[src/rtl/ov5640_pkg.sv]
// Shared types and default geometry for the OV5640 capture path.
// Used by the byte assembler and the crop/writer stage.
package ov5640_pkg;

  localparam int IMG_W_DEF = 640;
  localparam int IMG_H_DEF = 480;

  typedef logic [15:0] rgb565_t;

  typedef enum logic [1:0] {
    WAIT_VS = 2'd0,
    ACTIVE  = 2'd1,
    DROP    = 2'd2
  } crop_state_t;

endpackage

[src/rtl/ov5640_pos_cnt.sv]
// Per-frame pixel position tracker: x/y with wrap, saturating total count, crop window compare.
// Registered counters, combinational in_crop/crop_last/cnt_err on the current position.
module ov5640_pos_cnt
  import ov5640_pkg::*;
#(
  parameter int IMG_W   = IMG_W_DEF,
  parameter int IMG_H   = IMG_H_DEF,
  parameter int CROP_X0 = 0,
  parameter int CROP_Y0 = 0,
  parameter int CROP_W  = IMG_W_DEF,
  parameter int CROP_H  = IMG_H_DEF
) (
  input  logic ov5640_pclk,
  input  logic sys_rst_n,
  input  logic clr,
  input  logic inc,
  output logic in_crop,
  output logic crop_last,
  output logic sat,
  output logic cnt_err
);

  localparam int XW   = (IMG_W > 1) ? $clog2(IMG_W) : 1;
  localparam int YW   = (IMG_H > 1) ? $clog2(IMG_H) : 1;
  localparam int NPIX = IMG_W * IMG_H;
  localparam int TW   = $clog2(NPIX + 1);

  localparam logic [XW-1:0] X_LAST  = XW'(IMG_W - 1);
  localparam logic [YW-1:0] Y_LAST  = YW'(IMG_H - 1);
  localparam logic [XW-1:0] CX0     = XW'(CROP_X0);
  localparam logic [YW-1:0] CY0     = YW'(CROP_Y0);
  localparam logic [XW-1:0] CX_LAST = XW'(CROP_X0 + CROP_W - 1);
  localparam logic [YW-1:0] CY_LAST = YW'(CROP_Y0 + CROP_H - 1);
  localparam logic [TW-1:0] T_FULL  = TW'(NPIX);
  localparam logic [XW:0]   CW      = (XW+1)'(CROP_W);
  localparam logic [YW:0]   CH      = (YW+1)'(CROP_H);

  logic [XW-1:0] x;
  logic [YW-1:0] y;
  logic [TW-1:0] tot;
  logic          over;
  logic [XW:0]   x_off;
  logic [YW:0]   y_off;

  // Offsets below the window origin wrap past CROP_W/CROP_H, so one compare covers both bounds.
  assign x_off     = {1'b0, x} - {1'b0, CX0};
  assign y_off     = {1'b0, y} - {1'b0, CY0};
  assign in_crop   = (x_off < CW) && (y_off < CH);
  assign crop_last = (x == CX_LAST) && (y == CY_LAST);
  assign cnt_err   = (tot != T_FULL) || over;

  always_ff @(posedge ov5640_pclk or negedge sys_rst_n) begin
    if (!sys_rst_n) begin
      x    <= '0;
      y    <= '0;
      tot  <= '0;
      sat  <= 1'b0;
      over <= 1'b0;
    end else if (clr) begin
      x    <= '0;
      y    <= '0;
      tot  <= '0;
      sat  <= 1'b0;
      over <= 1'b0;
    end else if (inc) begin
      if (sat) begin
        over <= 1'b1;
      end else begin
        if (tot != T_FULL) tot <= tot + 1'b1;
        // Position freezes on the last pixel of the frame; extra pixels only mark the overrun.
        if (x == X_LAST) begin
          if (y == Y_LAST) begin
            sat <= 1'b1;
          end else begin
            x <= '0;
            y <= y + 1'b1;
          end
        end else begin
          x <= x + 1'b1;
        end
      end
    end
  end

endmodule

[src/rtl/ov5640_crop_wr.sv]
// Forwards a rectangular ROI of the assembled RGB565 stream to the SDRAM-side async FIFO, latency 1.
// fifo_full on an in-crop pixel drops the rest of the frame until the next vsync edge.
module ov5640_crop_wr
  import ov5640_pkg::*;
#(
  parameter int IMG_W   = IMG_W_DEF,
  parameter int IMG_H   = IMG_H_DEF,
  parameter int CROP_X0 = 0,
  parameter int CROP_Y0 = 0,
  parameter int CROP_W  = IMG_W_DEF,
  parameter int CROP_H  = IMG_H_DEF
) (
  input  logic        ov5640_pclk,
  input  logic        sys_rst_n,
  input  logic        ov5640_vsync,
  input  logic        pix_wr_en,
  input  logic [15:0] pix_data,
  input  logic        fifo_full,
  output logic        fifo_wr_en,
  output logic [15:0] fifo_wr_data,
  output logic        frame_start,
  output logic        frame_done,
  output logic        frame_err,
  output logic        frame_ovf,
  output logic [7:0]  drop_cnt
);

  crop_state_t state, state_nxt;
  logic        vsync_q, vsync_d, vs_rise;
  logic        pix_go, fwd, wr_go, ovf_hit, boundary;
  logic        in_crop, crop_last, sat, cnt_err;

  always_ff @(posedge ov5640_pclk or negedge sys_rst_n) begin
    if (!sys_rst_n) begin
      vsync_q <= 1'b0;
      vsync_d <= 1'b0;
    end else begin
      vsync_q <= ov5640_vsync;
      vsync_d <= vsync_q;
    end
  end

  assign vs_rise = vsync_q & ~vsync_d;

  ov5640_pos_cnt #(
    .IMG_W   (IMG_W),
    .IMG_H   (IMG_H),
    .CROP_X0 (CROP_X0),
    .CROP_Y0 (CROP_Y0),
    .CROP_W  (CROP_W),
    .CROP_H  (CROP_H)
  ) u_pos_cnt (
    .ov5640_pclk (ov5640_pclk),
    .sys_rst_n   (sys_rst_n),
    .clr         (vs_rise),
    .inc         (pix_go),
    .in_crop     (in_crop),
    .crop_last   (crop_last),
    .sat         (sat),
    .cnt_err     (cnt_err)
  );

  always_ff @(posedge ov5640_pclk or negedge sys_rst_n) begin
    if (!sys_rst_n) state <= WAIT_VS;
    else            state <= state_nxt;
  end

  always_comb begin
    state_nxt = state;
    case (state)
      WAIT_VS: if (vs_rise) state_nxt = ACTIVE;
      ACTIVE: begin
        if (vs_rise)      state_nxt = ACTIVE;
        else if (ovf_hit) state_nxt = DROP;
      end
      DROP:    if (vs_rise) state_nxt = ACTIVE;
      default: state_nxt = WAIT_VS;
    endcase
  end

  // A pixel coinciding with the frame boundary is discarded, not counted.
  always_comb begin
    boundary = vs_rise && (state != WAIT_VS);
    pix_go   = pix_wr_en && !vs_rise && (state != WAIT_VS);
    fwd      = pix_go && (state == ACTIVE) && in_crop && !sat;
    wr_go    = fwd && !fifo_full;
    ovf_hit  = fwd && fifo_full;
  end

  always_ff @(posedge ov5640_pclk or negedge sys_rst_n) begin
    if (!sys_rst_n) begin
      fifo_wr_en   <= 1'b0;
      fifo_wr_data <= '0;
      frame_start  <= 1'b0;
      frame_done   <= 1'b0;
      frame_err    <= 1'b0;
      frame_ovf    <= 1'b0;
      drop_cnt     <= '0;
    end else begin
      fifo_wr_en  <= wr_go;
      frame_done  <= wr_go && crop_last;
      frame_start <= vs_rise;
      frame_err   <= boundary && cnt_err;
      if (wr_go) fifo_wr_data <= pix_data;
      if (vs_rise)      frame_ovf <= 1'b0;
      else if (ovf_hit) frame_ovf <= 1'b1;
      if (ovf_hit && (drop_cnt != 8'hff)) drop_cnt <= drop_cnt + 8'd1;
    end
  end

endmodule
[config.mk]
export PLATFORM = sky130hd
export DESIGN_NAME = ov5640_crop_wr
export DESIGN_NICKNAME = d
export VERILOG_FILES = /design/src/rtl/ov5640_pkg.sv /design/src/rtl/ov5640_pos_cnt.sv /design/src/rtl/ov5640_crop_wr.sv
export SDC_FILE = /design/constraint.sdc
export NUM_CORES = 1
export LEC_CHECK = 0
export ABC_CLOCK_PERIOD_IN_PS = 2650
export CAP_MARGIN = 25
export CORE_MARGIN = 4
export CORE_UTILIZATION = 45
export CTS_CLUSTER_DIAMETER = 80
export CTS_CLUSTER_SIZE = 25
export DETAILED_ROUTE_END_ITERATION = 16
export GPL_ROUTABILITY_DRIVEN = 0
export PLACE_DENSITY = 0.71
export SYNTH_ARGS = -nofsm -noshare
export SYNTH_HDL_FRONTEND = slang
export SYNTH_SLANG_ARGS = --single-unit
[constraint.sdc]
create_clock -name ov5640_pclk -period 2.65 [get_ports ov5640_pclk]
set_clock_uncertainty 0.15 [all_clocks]
set_input_delay 0.53 -clock ov5640_pclk [delete_from_list [all_inputs] [get_ports ov5640_pclk]]
set_output_delay 0.53 -clock ov5640_pclk [all_outputs]
set_load 0.03 [all_outputs]
==> out/metrics.cfg <==
[final_layout]
utilization_pct = 57.3
antenna_cells = 0
area_growth_pct = 24.2
finalInstanceArea_um2 = 4400
drive_above_1_share_pct = 14.9
layout.cells.non_filler = 492
nets = 412
nFillCells = 657
final_cell_mix = dfrtp_1, clkdlybuf4s50_1, nor2_1, nand2_1, mux2_2
final_common_cell = dfrtp_1

[grt]
grt_pass1_vias = 2781
grt_max_degree = 61
grt_pass1_wl_um = 12900
grt.overflow.total = 0
track_usage_pct = 16.6
antenna_found_initial = 0

[logic_synthesis]
ys.flop_type = dfrtp_1
synth-seq-cells = 73
synthTopCellsByArea = dfrtp_1, mux2_2, nor2_1, xor2_1, xnor2_1
synth_area_per_cell_um2 = 10.8
syn_area_um2 = 3540
synth_top_area_share_pct = 51.5
synth_edf_count = 0
synthCells = 328
ys_seq_area_share_pct = 51.5
yosys_warnings = 0
yosysTopAreaCell = dfrtp_1
async_reset_ff_share_pct = 100
synth_nets = 354
synth_cell_type_count = 54

[worst_setup_path]
critical-path-top-delay-family = buffers and inverters
timing.rr.end = u_pos_cnt.tot[2]
start_kind = flop
crit_fanout = 7
path_class = flop to output pin
critical_path.max_stage_delay_ns = 0.72
crit_required_ns = 1.97
arrival_ns = 1.53
end_kind = output pin
crit_chain = clkdlybuf4s50_1
crit_buf_inv = 1
reg2reg_from = u_pos_cnt.tot[0]
reg2reg_depth = 7
cp_slowest_cell = clkdlybuf4s50_1
r2r_setup_slack_ns = 0.53

[sta]
worst_pin_slew_ns = 0.453
finalWorstSetupSlack_ns = 0.441
max_freq_mhz = 453
fin_crit_sh_pct = 83.4
hold_viol = 0
setup_tns_ns = 0
period_minus_slack_ns = 2.21
rsz0062_at_grt = no
setup_viol = 0
slew_violations = 0
slew_headroom_pct = 69.7

[route]
vias = 2687
first_pass_iters = 4
drcViolationCount = 0
ant_nets = 0
wl_per_cell_um = 14.8
routed_wl_um = 7280
vias_per_cell = 5.46
drtIter0Drc = 191

[floorplan]
placementRows = 32
core_area_um2 = 7690
dieArea_um2 = 9360
die-height_um = 96.8
fp.dieW_um = 96.8
start_util_pct = 46.1
ios = 50

[min_path]
min-delay-path-class = flop to flop
hold-path-cell-count = 0
holdPathEnd = vsync_d
worstHoldStart = vsync_q

[place]
io_buffers = 49
dp_hpwl_um = 5200
place_ws_ns = 0.162
placedCellCount = 476
place_area_um2 = 4180

[cts]
cts.sinks = 73
htreeDepth = 3
worstSkewPairLatency_ns = 0.35
clk_pin_slew_worst_paths_ns = 0.08
cts.repair.resized = 0
root_buffer = clkbuf_8
cts-buffers-inserted = 9
cts_buffer_depth = 2
cts_tree = done

[run]
maxCapViolations = 0

[pwr]
peakVddDrop_v = 0.000741
power.leakage_nw = 1.87
powerDensity_nw_per_um2 = 814

[run_status]
status = finished, final reports clean

## metrics by stage
stage          total power (W)  hold slack, ns
4_1_cts                0.00363           0.235
6_report               0.00358           0.232
3_3_place_gp           0.00264           0.222
5_1_grt                0.00378           0.246
3_5_place_dp           0.00266           0.217
2_1_floorplan          0.00216          0.0844
## worst max-delay path by stage
stage,depth (start not counted),start,slack [ns],to
final,1,drop_cnt[2],0.44,drop_cnt[2]
after floorplan,6,state[1],0.76,fifo_wr_data[10]
after global placement,6,pix_wr_en,0.21,drop_cnt[1]
after global routing,6,pix_wr_en,0.34,u_pos_cnt.tot[16]
after CTS,1,drop_cnt[2],0.43,drop_cnt[2]
after detailed placement,7,pix_wr_en,0.16,fifo_wr_data[7]
## power breakdown
| group | leakage [nW] | internal, W | switching, W |
|---|---|---|---|
| Combinational | 0.793 | 0.000521 | 0.000635 |
| Sequential | 0.971 | 0.00132 | 0.000158 |
| Clock | 0.102 | 0.000529 | 0.000420 |
| Total | 1.87 | 0.00237 | 0.00121 |
## synth_stat cells, types with 2 or more instances
cell and count:
o2111ai_1 2, nand2b_1 4, ha_1 5, and4_4 2
nor4b_1 3, nand3_2 3, xor2_1 16, a21oi_1 11
buf_2 2, and4_1 3, o31ai_1 2, and3_1 4
clkbuf_1 2, and2_1 7, a41o_1 2, inv_1 7
buf_1 2, or3_1 4, nand4b_1 2, o21ai_0 12
nand2_1 18, a22oi_1 2, nand3_1 16, dfrtp_1 73
a31oi_1 3, nand4_1 8, mux2_2 17, nor2_4 2
nor2_1 38, nor4_1 8, or4_1 3, and3_2 2
o211ai_1 3, o21ai_2 2, nor3_1 8, xnor2_1 12
## cell type report
class	instances	area (um2)	share of cell area, %
sequential	73	1830	41.5
multi-input combinational	240	1650	37.4
timing repair buffer	55	558	12.7
tap	102	128	2.90
clock buffer	9	124	2.81
clock inverter	6	92.6	2.10
inverter	7	26.3	0.597
## layer usage
metal	vias to the layer above	wire length (um)	part of all wire, %	track usage, %
li1	1303	-	-	-
met4	0	138	1.9	5.51
met2	58	3470	48	26.6
met5	-	0	0	0
met1	1310	3360	46	21.6
met3	16	306	4.2	5.05
## what timing repair did
item	in CTS	in global routing
endpoints found under the hold margin	13	0
endpoints found under the setup margin	0	0
hold buffers	1	0
setup buffers	0	0
## sequential cells by signal, indices dropped and copies added (netlist names)
register,flops
vsync_q,1
u_pos_cnt.over,1
frame_ovf,1
u_pos_cnt.sat,1
frame_done,1
u_pos_cnt.x,10
state,2
fifo_wr_en,1
drop_cnt,8
u_pos_cnt.tot,19
fifo_wr_data,16
vsync_d,1
frame_start,1
frame_err,1
u_pos_cnt.y,9
## logic make-up (layout without fill, tap and decap cells)
family | after synthesis | in the layout | share of synthesized area [%]
muxes | 19 | 19 | 6.00
and+or+nand+nor | 145 | 145 | 24.0
adders and majority gates | 5 | 5 | 1.76
DFF | 73 | 73 | 51.5
AOI/OAI and AO/OA | 43 | 43 | 7.77
xor gates and xnor gates | 28 | 28 | 6.92
buffers and inverters | 15 | 77 | 1.98
(Power assumes the default switching activity.)
